[config.mk]
export PLATFORM = sky130hd
export DESIGN_NAME = cdb_arbiter_flat
export DESIGN_NICKNAME = d
export VERILOG_FILES = /design/src/rtl/cdb_if.sv /design/src/rtl/cdb_arbiter.sv /design/src/flat_wrapper.sv
export SDC_FILE = /design/constraint.sdc
export NUM_CORES = 1
export LEC_CHECK = 0
export ABC_AREA = 1
export BUFFER_PORTS_ARGS = -buffer_cell sky130_fd_sc_hd__buf_4
export CORE_MARGIN = 1.5
export CORE_UTILIZATION = 42
export CTS_CLUSTER_SIZE = 16
export DETAILED_ROUTE_END_ITERATION = 10
export MAX_ROUTING_LAYER = met4
export PLACE_DENSITY = 0.74
export REMOVE_ABC_BUFFERS = 1
export SETUP_SLACK_MARGIN = 0.05
export SLEW_MARGIN = 10
export SYNTH_ARGS = -nofsm -noshare
export SYNTH_HDL_FRONTEND = slang
export SYNTH_SLANG_ARGS = --single-unit
[constraint.sdc]
create_clock -name clk -period 3 [get_ports clk]
set_input_delay 0 -clock clk [delete_from_list [all_inputs] [get_ports clk]]
set_output_delay 0 -clock clk [all_outputs]
set_load 0.05 [all_outputs]
[src/rtl/cdb_if.sv]
// Result-offer and broadcast signals between the two producers and the CDB arbiter.
interface cdb_if #(
   parameter int unsigned XLEN           = 32,
   parameter int unsigned ROB_SIZE_WIDTH = 4
);
   logic                      alu_ready;
   logic [XLEN-1:0]           alu_res;
   logic [ROB_SIZE_WIDTH-1:0] alu_id;
   logic                      mem_data_ready;
   logic [XLEN-1:0]           mem_data;
   logic [ROB_SIZE_WIDTH-1:0] mem_id;
   logic                      cdb_valid;
   logic [XLEN-1:0]           cdb_val;
   logic [ROB_SIZE_WIDTH-1:0] cdb_id;
   logic                      cdb_src;
   logic                      alu_full;
   logic                      mem_full;
   logic                      overflow;

   // Producer side: offers results, observes broadcast and back-pressure.
   modport master (
      output alu_ready, alu_res, alu_id, mem_data_ready, mem_data, mem_id,
      input  cdb_valid, cdb_val, cdb_id, cdb_src, alu_full, mem_full, overflow
   );

   // Arbiter side.
   modport slave (
      input  alu_ready, alu_res, alu_id, mem_data_ready, mem_data, mem_id,
      output cdb_valid, cdb_val, cdb_id, cdb_src, alu_full, mem_full, overflow
   );
endinterface

[src/rtl/cdb_arbiter.sv]
// Common data bus arbiter: two result sources (ALU, MEM), each with a small
// holding FIFO and same-cycle bypass, round-robin granted onto one registered
// broadcast per cycle.
module cdb_arbiter #(
   parameter int unsigned XLEN           = 32,
   parameter int unsigned ROB_SIZE_WIDTH = 4,
   parameter int unsigned DEPTH          = 2
) (
   input  logic clk,
   input  logic rst_n,
   input  logic flush,
   cdb_if.slave bus
);
   localparam int unsigned NSRC  = 2;
   localparam int unsigned PTR_W = (DEPTH > 1) ? $clog2(DEPTH) : 1;
   localparam int unsigned CNT_W = $clog2(DEPTH + 1);

   typedef struct packed {
      logic [XLEN-1:0]           val;
      logic [ROB_SIZE_WIDTH-1:0] id;
   } entry_t;

   typedef enum logic {
      SRC_ALU = 1'b0,
      SRC_MEM = 1'b1
   } src_e;

   // Storage (not reset) and registered state
   entry_t           fifo_q   [NSRC][DEPTH];
   logic [PTR_W-1:0] rd_ptr_q [NSRC];
   logic [PTR_W-1:0] wr_ptr_q [NSRC];
   logic [CNT_W-1:0] cnt_q    [NSRC];
   src_e             last_q;
   logic             ovf_q;
   logic             cdb_valid_q;
   entry_t           cdb_e_q;
   src_e             cdb_src_q;

   // Next-state values
   logic [PTR_W-1:0] rd_ptr_d [NSRC];
   logic [PTR_W-1:0] wr_ptr_d [NSRC];
   logic [CNT_W-1:0] cnt_d    [NSRC];
   src_e             last_d;
   logic             ovf_d;
   logic             cdb_valid_d;
   entry_t           cdb_e_d;
   src_e             cdb_src_d;

   // Per-source decode
   entry_t           offer_e  [NSRC];
   entry_t           cand_e   [NSRC];
   logic [NSRC-1:0]  offer_v;
   logic [NSRC-1:0]  nonempty;
   logic [NSRC-1:0]  full;
   logic [NSRC-1:0]  cand_v;
   logic [NSRC-1:0]  gnt;
   logic [NSRC-1:0]  pop;
   logic [NSRC-1:0]  want_push;
   logic [NSRC-1:0]  drop;
   logic [NSRC-1:0]  push;
   logic             grant;
   src_e             win;

   // Candidate selection, round-robin grant, FIFO control and next state.
   always_comb begin
      offer_v    = {bus.mem_data_ready, bus.alu_ready};
      offer_e[0] = {bus.alu_res, bus.alu_id};
      offer_e[1] = {bus.mem_data, bus.mem_id};

      for (int s = 0; s < NSRC; s++) begin
         nonempty[s] = (cnt_q[s] != '0);
         full[s]     = (cnt_q[s] == CNT_W'(DEPTH));
         cand_v[s]   = nonempty[s] | offer_v[s];
         cand_e[s]   = nonempty[s] ? fifo_q[s][rd_ptr_q[s]] : offer_e[s];
      end

      // Tie goes to the source that did not win last.
      win = SRC_ALU;
      if (&cand_v) begin
         win = (last_q == SRC_ALU) ? SRC_MEM : SRC_ALU;
      end else if (cand_v[1]) begin
         win = SRC_MEM;
      end
      grant  = |cand_v;
      gnt[0] = grant && (win == SRC_ALU);
      gnt[1] = grant && (win == SRC_MEM);

      // A granted bypass offer is never stored; an offer into a full FIFO
      // survives only if the same edge pops that FIFO.
      for (int s = 0; s < NSRC; s++) begin
         pop[s]       = gnt[s] & nonempty[s];
         want_push[s] = offer_v[s] & ~(gnt[s] & ~nonempty[s]);
         drop[s]      = want_push[s] & full[s] & ~pop[s] & ~flush;
         push[s]      = want_push[s] & ~full[s] & ~flush
                      | want_push[s] & pop[s] & ~flush;
      end

      for (int s = 0; s < NSRC; s++) begin
         rd_ptr_d[s] = rd_ptr_q[s];
         wr_ptr_d[s] = wr_ptr_q[s];
         cnt_d[s]    = cnt_q[s];
      end
      last_d      = last_q;
      ovf_d       = ovf_q | (|drop);
      cdb_valid_d = grant;
      cdb_e_d     = cdb_e_q;
      cdb_src_d   = cdb_src_q;

      if (flush) begin
         for (int s = 0; s < NSRC; s++) begin
            rd_ptr_d[s] = '0;
            wr_ptr_d[s] = '0;
            cnt_d[s]    = '0;
         end
         cdb_valid_d = 1'b0;
      end else begin
         for (int s = 0; s < NSRC; s++) begin
            if (pop[s])  rd_ptr_d[s] = rd_ptr_q[s] + PTR_W'(1);
            if (push[s]) wr_ptr_d[s] = wr_ptr_q[s] + PTR_W'(1);
            case ({push[s], pop[s]})
               2'b10:   cnt_d[s] = cnt_q[s] + CNT_W'(1);
               2'b01:   cnt_d[s] = cnt_q[s] - CNT_W'(1);
               default: cnt_d[s] = cnt_q[s];
            endcase
         end
         if (grant) begin
            last_d    = win;
            cdb_src_d = win;
            cdb_e_d   = (win == SRC_MEM) ? cand_e[1] : cand_e[0];
         end
      end
   end

   // State register with asynchronous reset.
   always_ff @(posedge clk or negedge rst_n) begin
      if (!rst_n) begin
         for (int s = 0; s < NSRC; s++) begin
            rd_ptr_q[s] <= '0;
            wr_ptr_q[s] <= '0;
            cnt_q[s]    <= '0;
         end
         last_q      <= SRC_MEM;
         ovf_q       <= 1'b0;
         cdb_valid_q <= 1'b0;
         cdb_e_q     <= '0;
         cdb_src_q   <= SRC_ALU;
      end else begin
         for (int s = 0; s < NSRC; s++) begin
            rd_ptr_q[s] <= rd_ptr_d[s];
            wr_ptr_q[s] <= wr_ptr_d[s];
            cnt_q[s]    <= cnt_d[s];
         end
         last_q      <= last_d;
         ovf_q       <= ovf_d;
         cdb_valid_q <= cdb_valid_d;
         cdb_e_q     <= cdb_e_d;
         cdb_src_q   <= cdb_src_d;
      end
   end

   // FIFO payload storage; written at the tail on push.
   always_ff @(posedge clk) begin
      for (int s = 0; s < NSRC; s++) begin
         if (push[s]) fifo_q[s][wr_ptr_q[s]] <= offer_e[s];
      end
   end

   // Broadcast and status outputs.
   assign bus.cdb_valid = cdb_valid_q;
   assign bus.cdb_val   = cdb_e_q.val;
   assign bus.cdb_id    = cdb_e_q.id;
   assign bus.cdb_src   = cdb_src_q;
   assign bus.overflow  = ovf_q;
   assign bus.alu_full  = full[0];
   assign bus.mem_full  = full[1];
endmodule

[src/flat_wrapper.sv]
// flat-port wrapper written by rule: the top's interface ports become plain ports
module cdb_arbiter_flat 
#(
   parameter int unsigned XLEN           = 32,
   parameter int unsigned ROB_SIZE_WIDTH = 4,
   parameter int unsigned DEPTH          = 2
)
  (clk, rst_n, flush, bus_alu_ready, bus_alu_res, bus_alu_id, bus_mem_data_ready, bus_mem_data, bus_mem_id, bus_cdb_valid, bus_cdb_val, bus_cdb_id, bus_cdb_src, bus_alu_full, bus_mem_full, bus_overflow);
  cdb_if #(.XLEN(XLEN), .ROB_SIZE_WIDTH(ROB_SIZE_WIDTH)) bus_i ();
  input  logic clk;
  input  logic rst_n;
  input  logic flush;
  input wire logic [$bits(bus_i.alu_ready)-1:0] bus_alu_ready;
  input wire logic [$bits(bus_i.alu_res)-1:0] bus_alu_res;
  input wire logic [$bits(bus_i.alu_id)-1:0] bus_alu_id;
  input wire logic [$bits(bus_i.mem_data_ready)-1:0] bus_mem_data_ready;
  input wire logic [$bits(bus_i.mem_data)-1:0] bus_mem_data;
  input wire logic [$bits(bus_i.mem_id)-1:0] bus_mem_id;
  output wire logic [$bits(bus_i.cdb_valid)-1:0] bus_cdb_valid;
  output wire logic [$bits(bus_i.cdb_val)-1:0] bus_cdb_val;
  output wire logic [$bits(bus_i.cdb_id)-1:0] bus_cdb_id;
  output wire logic [$bits(bus_i.cdb_src)-1:0] bus_cdb_src;
  output wire logic [$bits(bus_i.alu_full)-1:0] bus_alu_full;
  output wire logic [$bits(bus_i.mem_full)-1:0] bus_mem_full;
  output wire logic [$bits(bus_i.overflow)-1:0] bus_overflow;
  assign bus_i.alu_ready = bus_alu_ready;
  assign bus_i.alu_res = bus_alu_res;
  assign bus_i.alu_id = bus_alu_id;
  assign bus_i.mem_data_ready = bus_mem_data_ready;
  assign bus_i.mem_data = bus_mem_data;
  assign bus_i.mem_id = bus_mem_id;
  assign bus_cdb_valid = bus_i.cdb_valid;
  assign bus_cdb_val = bus_i.cdb_val;
  assign bus_cdb_id = bus_i.cdb_id;
  assign bus_cdb_src = bus_i.cdb_src;
  assign bus_alu_full = bus_i.alu_full;
  assign bus_mem_full = bus_i.mem_full;
  assign bus_overflow = bus_i.overflow;
  cdb_arbiter #(.XLEN(XLEN), .ROB_SIZE_WIDTH(ROB_SIZE_WIDTH), .DEPTH(DEPTH)) u_core (.clk(clk), .rst_n(rst_n), .flush(flush), .bus(bus_i));
endmodule
==> run summary <==
Status = finished, final reports clean
Via count = 6,277
DP Worst Slack = 0.6291 ns
Pwr Density = 980.4 nW/um2
# resized after CTS = 0
Clock buffer depth = 2
Filler cells = 1,733
Clock sink total = 192
FFs w/ async S/R, synth = 25.00%
Library cells used by synthesis = 31
Worst-Margin Slew = 0.8116 ns
RSZ-0062 raised after global routing = no
Clock latency on the worst-skew pair = 0.44 ns
Largest net degree at the start of global routing = 75
Min-Delay Path Depth = 6
Leakage power total = 4.396 nW
Reg clk slew, reported paths = 0.07 ns
Post-synth EDFFs = 144
Fraction of layout cells with a size suffix above 1 = 17.80%
CTS root buffer = clkbuf_16
Cell Area, Synth = 8270 um2
Final worst path period share = 79.47%
Post-CTS setup buffer count = 0
First-pass GRT wire length = 31,890 um
Cells after synthesis = 824
Worst slew margin = 45.81%
Worst Skew = 0.006722 ns
Placed Instances = 1,175
Main synth FF type = edfxtp_1
Nature of the critical path startpoint = flop
#FFs+latches synth = 192
Area Growth Syn to Fin = 29.80%
Detail Placement HPWL = 11,930 um
Reg2Reg Depth = 8
Post-route insts no fill = 1,283
Vias in the first global route = 6,352
Hold Fails Final Rpt = 0
Register area = 5529 um2
Syn avg cell area = 10.04 um2
Die area = 20,540 um2
Antenna viol nets, final = 0
Vias per std cell = 4.892
Crit path time final = 2.384 ns
GRT Util Overall = 21.22%
I/O pin cnt = 118
Worst setup EP type = flop
Final setup viols = 0
Critical Path RT = 3.15 ns
Placer Congestion = 0.7752
Critical Path Fanout Max = 37
Die Span X = 143.3 um
Yosys warning count = 0
DR iter-0 viols = 498
Max Fclk = 0.4194 GHz
CTS tree = yes
First-pass iteration count of the detailed router = 5
Die H = 143.3 um
Worst hold path type = primary input to flop
Fin nets = 1,081
Grt ovf = 0
Initial antenna violation count = 1
Hold-fix buffers, CTS = 75
Critical path class = flop to flop
Slew Limit Fails = 0
CTS Buf Count = 17
# rows = 51
Most frequent cells in the layout = nand2_1 (308), edfxtp_1 (144), buf_4 (127), nor2_1 (111), dlygate4sd3_1 (75)
Initial Util = 42.63%
DRC = 0
Final WL = 20,050 um
MaxCap Viol Count = 0
Final setup margin = 0.6158 ns
CTS H-tree lvls = 4
Critical Path AT = 2.53 ns
Worst vdd ir = 0.4956 mV
Commonest non-fill, non-tap cell in the layout = nand2_1
Sequential-to-total area share from yosys stat = 66.82%
PortBufs = 117
Multi-input gate area = 2440 um2
Std-Cell Core Area = 19,400 um2
Mean routed wirelength per cell = 15.63 um
==> flip-flops by register name, summed over array words and instances (netlist names) <==
register,cells
u_core.bus.cdb_id,4
u_core.fifo_q,144
u_core.bus.cdb_val,32
u_core.cnt_q,4
u_core.wr_ptr_q,2
u_core.bus.cdb_valid,1
u_core.rd_ptr_q,2
u_core.bus.overflow,1
u_core.last_q,1
u_core.bus.cdb_src,1
==> layer usage <==
layer  global-route usage (%)  vias to the layer above  part of all wire [%]
li1                         -                     3093                     -
met1                    26.30                     2947                    44
met2                    35.24                      207                    49
met3                    4.232                       30                   5.8
met4                    6.660                        0                   1.3
met5                        -                        -                     0
==> synth_stat cells (2+ instances only) <==
master | n | share of area [%]
a21oi_1 | 7 | 0.42
buf_2 | 12 | 0.73
buf_4 | 10 | 0.91
buf_6 | 7 | 0.95
clkbuf_1 | 12 | 0.54
dfrtp_1 | 47 | 14
edfxtp_1 | 144 | 52
inv_1 | 14 | 0.64
inv_2 | 3 | 0.14
nand2_1 | 309 | 14
nand2_4 | 2 | 0.27
nand3_1 | 46 | 2.8
nand4_1 | 5 | 0.38
nor2_1 | 114 | 5.2
nor2_8 | 2 | 0.48
o21ai_0 | 59 | 3.6
o21ai_1 | 17 | 1.0
==> worst paths after layout <==
check | startpoint | end | slack [ns]
setup / recovery | u_core.cnt_q[0] | u_core.fifo_q[0][117] | 0.62
hold / removal | bus_alu_ready | u_core.cnt_q[3] | 0.02
setup reg to reg | u_core.cnt_q[0] | u_core.fifo_q[0][117] | 0.62
hold reg to reg | u_core.bus.cdb_val[0] | u_core.bus.cdb_val[0] | 0.49
max in group asynchronous | rst_n | u_core.rd_ptr_q[1] | 2.34
min in group asynchronous | rst_n | u_core.bus.cdb_val[23] | 0.17
==> area by class of cell <==
type | count | share of cell area, %
clock buffer | 18 | 3.998
inverter | 19 | 0.6876
tap | 265 | 3.089
antenna | 1 | 0.02331
timing repair buffer | 203 | 16.06
sequential | 192 | 51.50
multi-input combinational | 571 | 22.73
clock inverter | 14 | 1.911
==> cell families after synthesis <==
| kind of cell | count (synthesis) | share of synthesized area, % |
|---|---|---|
| AOI/OAI and AO/OA | 88 | 5.492 |
| xor gates and xnor gates | 2 | 0.2118 |
| DFF | 192 | 66.82 |
| buffers and inverters | 61 | 4.070 |
| and+or+nand+nor | 481 | 23.40 |
==> critical path, stage by stage (launching register included) <==
cell	delay [ns]
dfrtp_1	0.46
nor2_4	0.25
nand2_4	0.11
nand2_4	0.16
nor2_8	0.13
nor2_1	0.16
nand4_1	0.14
inv_2	0.42
buf_12	0.23
==> report_power, final <==
part | internal (mW) | switching, mW
Clock | 1.41 | 1.03
Sequential | 3.45 | 0.263
Combinational | 1.26 | 3.11
==> through the flow <==
step                      hold WS, ns  power [mW]  utilization [%]  TNS [ns]  area (um2)
after floorplan               -0.2956       6.643                -    -96.99        8008
after global placement        0.08133       7.905            48.19         0        9348
after detailed placement      0.09363       8.041            48.19         0        9348
after CTS                    0.009836       10.57            55.33         0       10730
after global routing          0.05300       11.20            55.34         0       10740
final                         0.02135       10.53            55.34         0       10740
Power figures use the tool's default switching activity.
